## src/rtl/ysyx_22050039_lsu_if.sv

```systemverilog
// ysyx_22050039_lsu_if: EXU request, writeback response and data-memory port bundle for the LSU
interface ysyx_22050039_lsu_if #(
    parameter int XLEN = 64,
    parameter int RD_W = 5
);
    logic            in_valid;
    logic            in_ready;
    logic            in_wen;
    logic [1:0]      in_size;
    logic            in_unsigned;
    logic [XLEN-1:0] in_addr;
    logic [XLEN-1:0] in_wdata;
    logic [RD_W-1:0] in_rd;
    logic            out_valid;
    logic            out_ready;
    logic [XLEN-1:0] out_rdata;
    logic [RD_W-1:0] out_rd;
    logic            out_misalign;
    logic            mem_valid;
    logic            mem_ready;
    logic [XLEN-1:0] mem_addr;
    logic            mem_wen;
    logic [XLEN-1:0] mem_wdata;
    logic [7:0]      mem_wmask;
    logic            mem_rvalid;
    logic [XLEN-1:0] mem_rdata;

    modport slave (
        input  in_valid, in_wen, in_size, in_unsigned, in_addr, in_wdata, in_rd,
        input  out_ready, mem_ready, mem_rvalid, mem_rdata,
        output in_ready, out_valid, out_rdata, out_rd, out_misalign,
        output mem_valid, mem_addr, mem_wen, mem_wdata, mem_wmask
    );

    modport master (
        output in_valid, in_wen, in_size, in_unsigned, in_addr, in_wdata, in_rd,
        output out_ready, mem_ready, mem_rvalid, mem_rdata,
        input  in_ready, out_valid, out_rdata, out_rd, out_misalign,
        input  mem_valid, mem_addr, mem_wen, mem_wdata, mem_wmask
    );
endinterface

```

## src/rtl/ysyx_22050039_lsu.sv

```systemverilog
// ysyx_22050039_lsu: single-outstanding load/store unit with byte-lane alignment and misalign detection
module ysyx_22050039_lsu #(
    parameter int XLEN = 64,
    parameter int RD_W = 5
) (
    input logic               clk,
    input logic               rst,
    ysyx_22050039_lsu_if.slave bus
);
    typedef enum logic [1:0] {IDLE, REQ, WAIT, DONE} state_t;

    state_t          r_state;
    state_t          w_next;
    logic            r_wen;
    logic            r_unsigned;
    logic            r_misalign;
    logic [1:0]      r_size;
    logic [XLEN-1:0] r_addr;
    logic [XLEN-1:0] r_wdata;
    logic [XLEN-1:0] r_rdata;
    logic [RD_W-1:0] r_rd;
    logic [2:0]      w_off;
    logic [7:0]      w_lanes;
    logic [XLEN-1:0] w_sh;
    logic [XLEN-1:0] w_load;
    logic            w_in_mis;
    logic            w_accept;
    logic            w_resp;
    logic            w_sx;

    assign w_off    = r_addr[2:0];
    assign w_accept = (r_state == IDLE) & bus.in_valid;
    assign w_resp   = (r_state == WAIT) & bus.mem_rvalid;
    assign w_in_mis = ((bus.in_size == 2'd1) & bus.in_addr[0])
                    | ((bus.in_size == 2'd2) & (|bus.in_addr[1:0]))
                    | ((bus.in_size == 2'd3) & (|bus.in_addr[2:0]));
    assign w_lanes  = (r_size == 2'd0) ? 8'h01 : (r_size == 2'd1) ? 8'h03 : (r_size == 2'd2) ? 8'h0F : 8'hFF;
    assign w_sh     = bus.mem_rdata >> {w_off, 3'b000};
    assign w_sx     = ~r_unsigned;
    assign w_load   = (r_size == 2'd0) ? {{(XLEN-8){w_sx & w_sh[7]}}, w_sh[7:0]}
                    : (r_size == 2'd1) ? {{(XLEN-16){w_sx & w_sh[15]}}, w_sh[15:0]}
                    : (r_size == 2'd2) ? {{(XLEN-32){w_sx & w_sh[31]}}, w_sh[31:0]}
                    : w_sh;

    // state register; reset abandons any in-flight transaction
    always_ff @(posedge clk) begin
        if (rst) r_state <= IDLE;
        else     r_state <= w_next;
    end

    // next-state and bus/handshake outputs derived from the current state and captured operation
    always_comb begin
        w_next           = r_state;
        bus.in_ready     = (r_state == IDLE);
        bus.mem_valid    = (r_state == REQ);
        bus.out_valid    = (r_state == DONE);
        bus.mem_addr     = {r_addr[XLEN-1:3], 3'b000};
        bus.mem_wen      = r_wen;
        bus.mem_wdata    = r_wdata << {w_off, 3'b000};
        bus.mem_wmask    = r_wen ? 8'(w_lanes << w_off) : 8'h00;
        bus.out_rdata    = r_rdata;
        bus.out_rd       = r_rd;
        bus.out_misalign = r_misalign;
        case (r_state)
            IDLE: w_next = bus.in_valid ? (w_in_mis ? DONE : REQ) : IDLE;
            REQ:  w_next = bus.mem_ready ? WAIT : REQ;
            WAIT: w_next = bus.mem_rvalid ? DONE : WAIT;
            DONE: w_next = bus.out_ready ? IDLE : DONE;
        endcase
    end

    // capture the operation on accept and format the response when it arrives in WAIT
    always_ff @(posedge clk) begin
        if (rst) begin
            r_wen      <= 1'b0;
            r_unsigned <= 1'b0;
            r_misalign <= 1'b0;
            r_size     <= 2'd0;
            r_addr     <= '0;
            r_wdata    <= '0;
            r_rdata    <= '0;
            r_rd       <= '0;
        end else if (w_accept) begin
            r_wen      <= bus.in_wen;
            r_unsigned <= bus.in_unsigned;
            r_misalign <= w_in_mis;
            r_size     <= bus.in_size;
            r_addr     <= bus.in_addr;
            r_wdata    <= bus.in_wdata;
            r_rdata    <= '0;
            r_rd       <= bus.in_rd;
        end else if (w_resp) begin
            r_rdata    <= r_wen ? '0 : w_load;
        end
    end
endmodule
```

## src/flat_wrapper.sv

```systemverilog
// flat-port wrapper written by rule: the top's interface ports become plain ports
module ysyx_22050039_lsu_flat 
#(
    parameter int XLEN = 64,
    parameter int RD_W = 5
)
  (clk, rst, bus_in_valid, bus_in_wen, bus_in_size, bus_in_unsigned, bus_in_addr, bus_in_wdata, bus_in_rd, bus_out_ready, bus_mem_ready, bus_mem_rvalid, bus_mem_rdata, bus_in_ready, bus_out_valid, bus_out_rdata, bus_out_rd, bus_out_misalign, bus_mem_valid, bus_mem_addr, bus_mem_wen, bus_mem_wdata, bus_mem_wmask);
  ysyx_22050039_lsu_if #(.XLEN(XLEN), .RD_W(RD_W)) bus_i ();
  input logic clk;
  input logic rst;
  input wire logic [$bits(bus_i.in_valid)-1:0] bus_in_valid;
  input wire logic [$bits(bus_i.in_wen)-1:0] bus_in_wen;
  input wire logic [$bits(bus_i.in_size)-1:0] bus_in_size;
  input wire logic [$bits(bus_i.in_unsigned)-1:0] bus_in_unsigned;
  input wire logic [$bits(bus_i.in_addr)-1:0] bus_in_addr;
  input wire logic [$bits(bus_i.in_wdata)-1:0] bus_in_wdata;
  input wire logic [$bits(bus_i.in_rd)-1:0] bus_in_rd;
  input wire logic [$bits(bus_i.out_ready)-1:0] bus_out_ready;
  input wire logic [$bits(bus_i.mem_ready)-1:0] bus_mem_ready;
  input wire logic [$bits(bus_i.mem_rvalid)-1:0] bus_mem_rvalid;
  input wire logic [$bits(bus_i.mem_rdata)-1:0] bus_mem_rdata;
  output wire logic [$bits(bus_i.in_ready)-1:0] bus_in_ready;
  output wire logic [$bits(bus_i.out_valid)-1:0] bus_out_valid;
  output wire logic [$bits(bus_i.out_rdata)-1:0] bus_out_rdata;
  output wire logic [$bits(bus_i.out_rd)-1:0] bus_out_rd;
  output wire logic [$bits(bus_i.out_misalign)-1:0] bus_out_misalign;
  output wire logic [$bits(bus_i.mem_valid)-1:0] bus_mem_valid;
  output wire logic [$bits(bus_i.mem_addr)-1:0] bus_mem_addr;
  output wire logic [$bits(bus_i.mem_wen)-1:0] bus_mem_wen;
  output wire logic [$bits(bus_i.mem_wdata)-1:0] bus_mem_wdata;
  output wire logic [$bits(bus_i.mem_wmask)-1:0] bus_mem_wmask;
  assign bus_i.in_valid = bus_in_valid;
  assign bus_i.in_wen = bus_in_wen;
  assign bus_i.in_size = bus_in_size;
  assign bus_i.in_unsigned = bus_in_unsigned;
  assign bus_i.in_addr = bus_in_addr;
  assign bus_i.in_wdata = bus_in_wdata;
  assign bus_i.in_rd = bus_in_rd;
  assign bus_i.out_ready = bus_out_ready;
  assign bus_i.mem_ready = bus_mem_ready;
  assign bus_i.mem_rvalid = bus_mem_rvalid;
  assign bus_i.mem_rdata = bus_mem_rdata;
  assign bus_in_ready = bus_i.in_ready;
  assign bus_out_valid = bus_i.out_valid;
  assign bus_out_rdata = bus_i.out_rdata;
  assign bus_out_rd = bus_i.out_rd;
  assign bus_out_misalign = bus_i.out_misalign;
  assign bus_mem_valid = bus_i.mem_valid;
  assign bus_mem_addr = bus_i.mem_addr;
  assign bus_mem_wen = bus_i.mem_wen;
  assign bus_mem_wdata = bus_i.mem_wdata;
  assign bus_mem_wmask = bus_i.mem_wmask;
  ysyx_22050039_lsu #(.XLEN(XLEN), .RD_W(RD_W)) u_core (.clk(clk), .rst(rst), .bus(bus_i));
endmodule
```

## config.mk

```make
export PLATFORM = sky130hd
export DESIGN_NAME = ysyx_22050039_lsu_flat
export DESIGN_NICKNAME = d
export VERILOG_FILES = /design/src/rtl/ysyx_22050039_lsu_if.sv /design/src/rtl/ysyx_22050039_lsu.sv /design/src/flat_wrapper.sv
export SDC_FILE = /design/constraint.sdc
export NUM_CORES = 1
export LEC_CHECK = 0
export CAP_MARGIN = 20
export CORE_UTILIZATION = 30
export DETAILED_ROUTE_END_ITERATION = 7
export GPL_ROUTABILITY_DRIVEN = 0
export SETUP_SLACK_MARGIN = 0.02
export SLEW_MARGIN = 30
export SYNTH_ARGS = -nofsm -noshare
export SYNTH_HDL_FRONTEND = slang
export SYNTH_SLANG_ARGS = --single-unit
```

## constraint.sdc

```tcl
create_clock -name clk -period 3.3 [get_ports clk]
set_input_delay 0.495 -clock clk [delete_from_list [all_inputs] [get_ports clk]]
set_output_delay 0.495 -clock clk [all_outputs]
set_load 0.005 [all_outputs]
```

Yosys cells after proc, flatten, opt, wreduce, memory -nomap -nowiden:

Index checks and enable logic that the tools add are counted.

* register bits after elaboration: 204
* input bits: 207

* eq/ne operators: 8
* shift-type cells: 3
* muxes and demuxes: 14
* bitwise operators: 11
* reductions and logical operators: 5

Operator list (number)
* two-way mux 64 bit: 4
* << shifter 64 x 6 -> 64 bit: 1
* >> shifter 64 x 6 -> 64 bit: 1
* two-way mux 8 bit: 4
* == test 2 bit, second input constant: 5
* AND 1 bit: 8
* two-way mux 2 bit: 4
* case mux 2 bit (4 select lines): 1
* << shifter 8 x 3 -> 8 bit: 1
* == test 2 x 1 -> 1 bit, second input constant: 3
* zero test 2 bit: 2
* OR reduction 2 bit: 2
* OR reduction 3 bit: 1
* OR 1 bit: 2
* two-way mux 1 bit: 1
* inverter 1 bit: 1

Logic depth before layout (Yosys ltp):

* word-level depth: 7
* mapped depth: 11

Worst setup path after synthesis:

OpenSTA, ideal clock, no wires.

* kind: register to output
* start point: register u_core.r_addr[1]
* end point: output bus_mem_wdata[49]
* arrival: 2.112 ns
* required time: 2.805 ns
* setup slack: 0.693 ns
* stages on the path, launching flop included: 8
* buffers on the path: 4
* cell sequence: dfxtp_1 buf_6 buf_2 buf_1 clkbuf_1 mux2_2 o211ai_1 o21ai_0

* word-level cells in the longest chain between the ends: 1

Ends and longest elaborated chain
* start: declaration: RTL line ysyx_22050039_lsu.sv:18 `logic [XLEN-1:0] r_addr;`
* start signal: assignment: RTL line ysyx_22050039_lsu.sv:88 `r_addr <= bus.in_addr;`
* << shifter 64 x 6 -> 64 bit: RTL line ysyx_22050039_lsu.sv:59 `bus.mem_wdata = r_wdata << {w_off, 3'b000};`
* end: declaration: RTL line flat_wrapper.sv:30 `output wire logic [$bits(bus_i.mem_wdata)-1:0] bus_mem_wdata;`

No other way between the ends.

Worst setup path in the final report:

* start point: register u_core.r_addr[2]
* end point: output bus_mem_wdata[41]

Same word-level chain as after synthesis.

==> impl_results.md <==
* Status: completed
* # H-tree levels at 1
* # hold bufs at CTS at 0
* Vias per cell at around 5.2
* Share of cells above drive strength 1 at between 8 and 9%
* Final Hold Vio Count at 0
* Crit path cell chain: buf_4, mux2i_1, nor2_1, a21oi_1, o22ai_1, clkdlybuf4s50_1
* Initial Util at just over 30%
* Io pins at between 400 and 500
* Worst setup SP type: flop
* Worst r2r path cells at 9
* Core area at around 0.037 mm²
* Synth top area share at between 30% and 40%
* Syn Area/Cell at 7.584 µm²
* Clock Latency Late Sink at about 0.54 ns
* Layout area overhead at 44.58%
* Row Count at 70
* Nets at 1976
* Syn Std Cell Area at about 0.011 mm²
* # DRC at 0
* #FFs+latches synth at slightly above 200
* Total track usage at between 20% and 30%
* Worst path slowest cell: clkdlybuf4s50_1
* Top post-synthesis cells by area: dfxtp_1, nand2_1, a21oi_1
* Synth async-reset ratio at 0%
* Register area share after synthesis at between 30% and 40%
* CP Data Required Time at between 2 and 3 ns
* Worst hold margin at 0.3561 ns
* Slew @ Worst Pin at ~0.97 ns
* Detail Route Antenna Nets at 0
* Final worst slack at between 0.1 and 0.15 ns
* Yosys warning count at 0
* Top FF cell, synth: dfxtp_1
* Critical path type: flop to output pin
* Cts bufs inserted at 26
* Hold Path Sink: u_core.r_state[0]$_SDFF_PP0_
* Top-count cell post-synth: nand2_1
* Port buffer count at ~410
* Pre-CTS WS at 0.2090 ns
* Grt total ovfl at 0
* Largest net degree at the start of global routing at between 100 and 150
* WL/cell at 20.82 µm
* Critical path origin: u_core.r_addr[2]$_SDFFE_PP0P_
* Via count at between 10000 and 15000
* RR Startpoint: u_core.r_addr[1]$_SDFFE_PP0P_
* Finished Core Util at 44.22%
* Setup TNS at 0 ns
* Worst setup EP type: output pin
* Vias in the first global route at ~12000
* Hold Crit Class: input pin to flop
* Flop2flop setup slack at between 0.4 and 0.5 ns
* Leading area contributor after synthesis: dfxtp_1
* Worst Skew at approximately 0.011 ns
* Final Critical Period at 3.153 ns
* Die area at approximately 0.038 mm²
* Routed WL at roughly 47 mm
* Fin crit share at 95.55%
* HP Start: rst
* Power density over the cells at approximately 460 mW/mm²
* Endpoints failing setup at 0
* Maximum clock frequency at roughly 0.32 GHz
* Antenna violations before repair at 7
* Number of distinct library cells after synthesis at 44
* Clock buffer depth at 3
* Die Ht at between 150 and 200 µm
* Clock-pin slew on the worst setup and hold paths at approximately 0.06 ns
* Slew margin rel. at a little over a third
* Worst EP arrival at 2.66 ns
* CP max stage delay at 0.65 ns
* First-pass GRT wire length at between 70 and 80 mm
* Maxcap violations at 0
* Maximum vdd drop at approximately 420 µV
* Leakage at between 5 and 6 nW
* Layout fillers at about 3600
* Root Driver: clkbuf_16
* Post-synth EDFFs at 0
* Hold Crit Depth at 2
* Die X at 195.4 µm
* Slew Limit Fails at 0
* CTS tree: built
* HPWL after detailed placement at roughly 34 mm
* 1st-iter DRT viols at between 600 and 700
* Clk sinks at about 200
* Reg2reg end: u_core.bus.out_rdata[35]$_SDFFE_PP0P_
* CP max FO at 29
* Syn Inst Count at about 1500
* Most frequent cells after synthesis: nand2_1, a21oi_1, dfxtp_1, nor2_1, mux2i_1
* Setup repair after global routing missed its margin: false
* DRT Pass-1 Iters at 6
## where the power goes
group | leakage, nW | switching [W] | internal, W
combinational | 3.70 | 0.000950 | 0.000932
sequential | 1.67 | 0.000155 | 0.00262
clock | 0.424 | 0.00116 | 0.00170
total | 5.79 | 0.00227 | 0.00526
## per-stage QoR
stage	instances	area, µm²	total power, W
final	2259	16230	0.007523
after floorplan	1482	11230	0.003763
after global routing	2257	16220	0.007873
after global placement	2202	15300	0.004690
after CTS	2250	16180	0.007592
after detailed placement	2202	15300	0.004706
## per-layer routing
| layer | share of wire (%) | vias up | wire length, µm | GRT usage, % |
|---|---|---|---|---|
| met4 | 2.1 | 8 | 1006 | 5.978 |
| met5 | 0.11 | - | 50 | 0 |
| li1 | - | 5599 | - | - |
| met2 | 51 | 490 | 24030 | 43.90 |
| met1 | 37 | 5524 | 17320 | 26.03 |
| met3 | 9.8 | 66 | 4626 | 7.651 |
## cell type report
class	instances	area, µm²	area share, %
multi-input combinational	1076	6130	37.77
timing repair buffer	454	4522	27.86
sequential	204	4095	25.24
clock buffer	35	765.7	4.719
tap	468	585.6	3.608
clock inverter	12	96.34	0.5937
inverter	7	26.28	0.1619
antenna	3	7.507	0.04626
## cells in the final DEF (no fill, tap or decap), drive strengths merged, types with 10 or more instances in the layout
cell,synthesis,routed
clkdlybuf4s50,0,412
nand2,339,339
a21oi,232,232
dfxtp,204,204
nor2,127,127
mux2i,116,116
o21ai,48,48
buf,100,42
mux2,38,38
clkbuf,95,35
o22ai,29,29
a22oi,27,27
and2,16,16
a22o,14,14
a211oi,10,10
## sequential cells by signal, indices dropped and copies added, names as in the netlist
signal	cells
u_core.r_wdata	64
u_core.r_addr	64
u_core.r_size	2
u_core.bus.out_rdata	64
u_core.bus.out_rd	5
u_core.bus.mem_wen	1
u_core.r_state	2
u_core.bus.out_misalign	1
u_core.r_unsigned	1
## critical path, delay by kind of cell, from the launching register on
kind,cells,cell delay (ns)
AOI/OAI and AO/OA,2,0.31
and+or+nand+nor,1,0.11
buffers and inverters,2,1.05
DFF,1,0.50
muxes,1,0.15
## repair_timing
action                                  4_1_cts  5_1_grt
gates resized for setup                       1        0
pin swaps                                     0        0
buffers inserted                              1        6
endpoints found under the setup margin        9        6
## worst max path at each step
stage,end,cells past startpoint
2_1_floorplan,bus_mem_wdata[49],7
3_3_place_gp,u_core.bus.out_rdata[44]$_SDFFE_PP0P_,8
3_5_place_dp,u_core.bus.out_rdata[35]$_SDFFE_PP0P_,8
4_1_cts,bus_mem_wdata[56],5
5_1_grt,bus_mem_wdata[41],6
6_report,bus_mem_wdata[41],6
## cell families after synthesis
logic type / synth area share, %
compound gates: 20.62
simple gates: 17.99
flops: 36.38
mux: 15.59
xor+xnor: 0.07804
other cells: 0.03341
buf+inv: 9.297
Note: power is estimated with default switching activity, not from simulation.
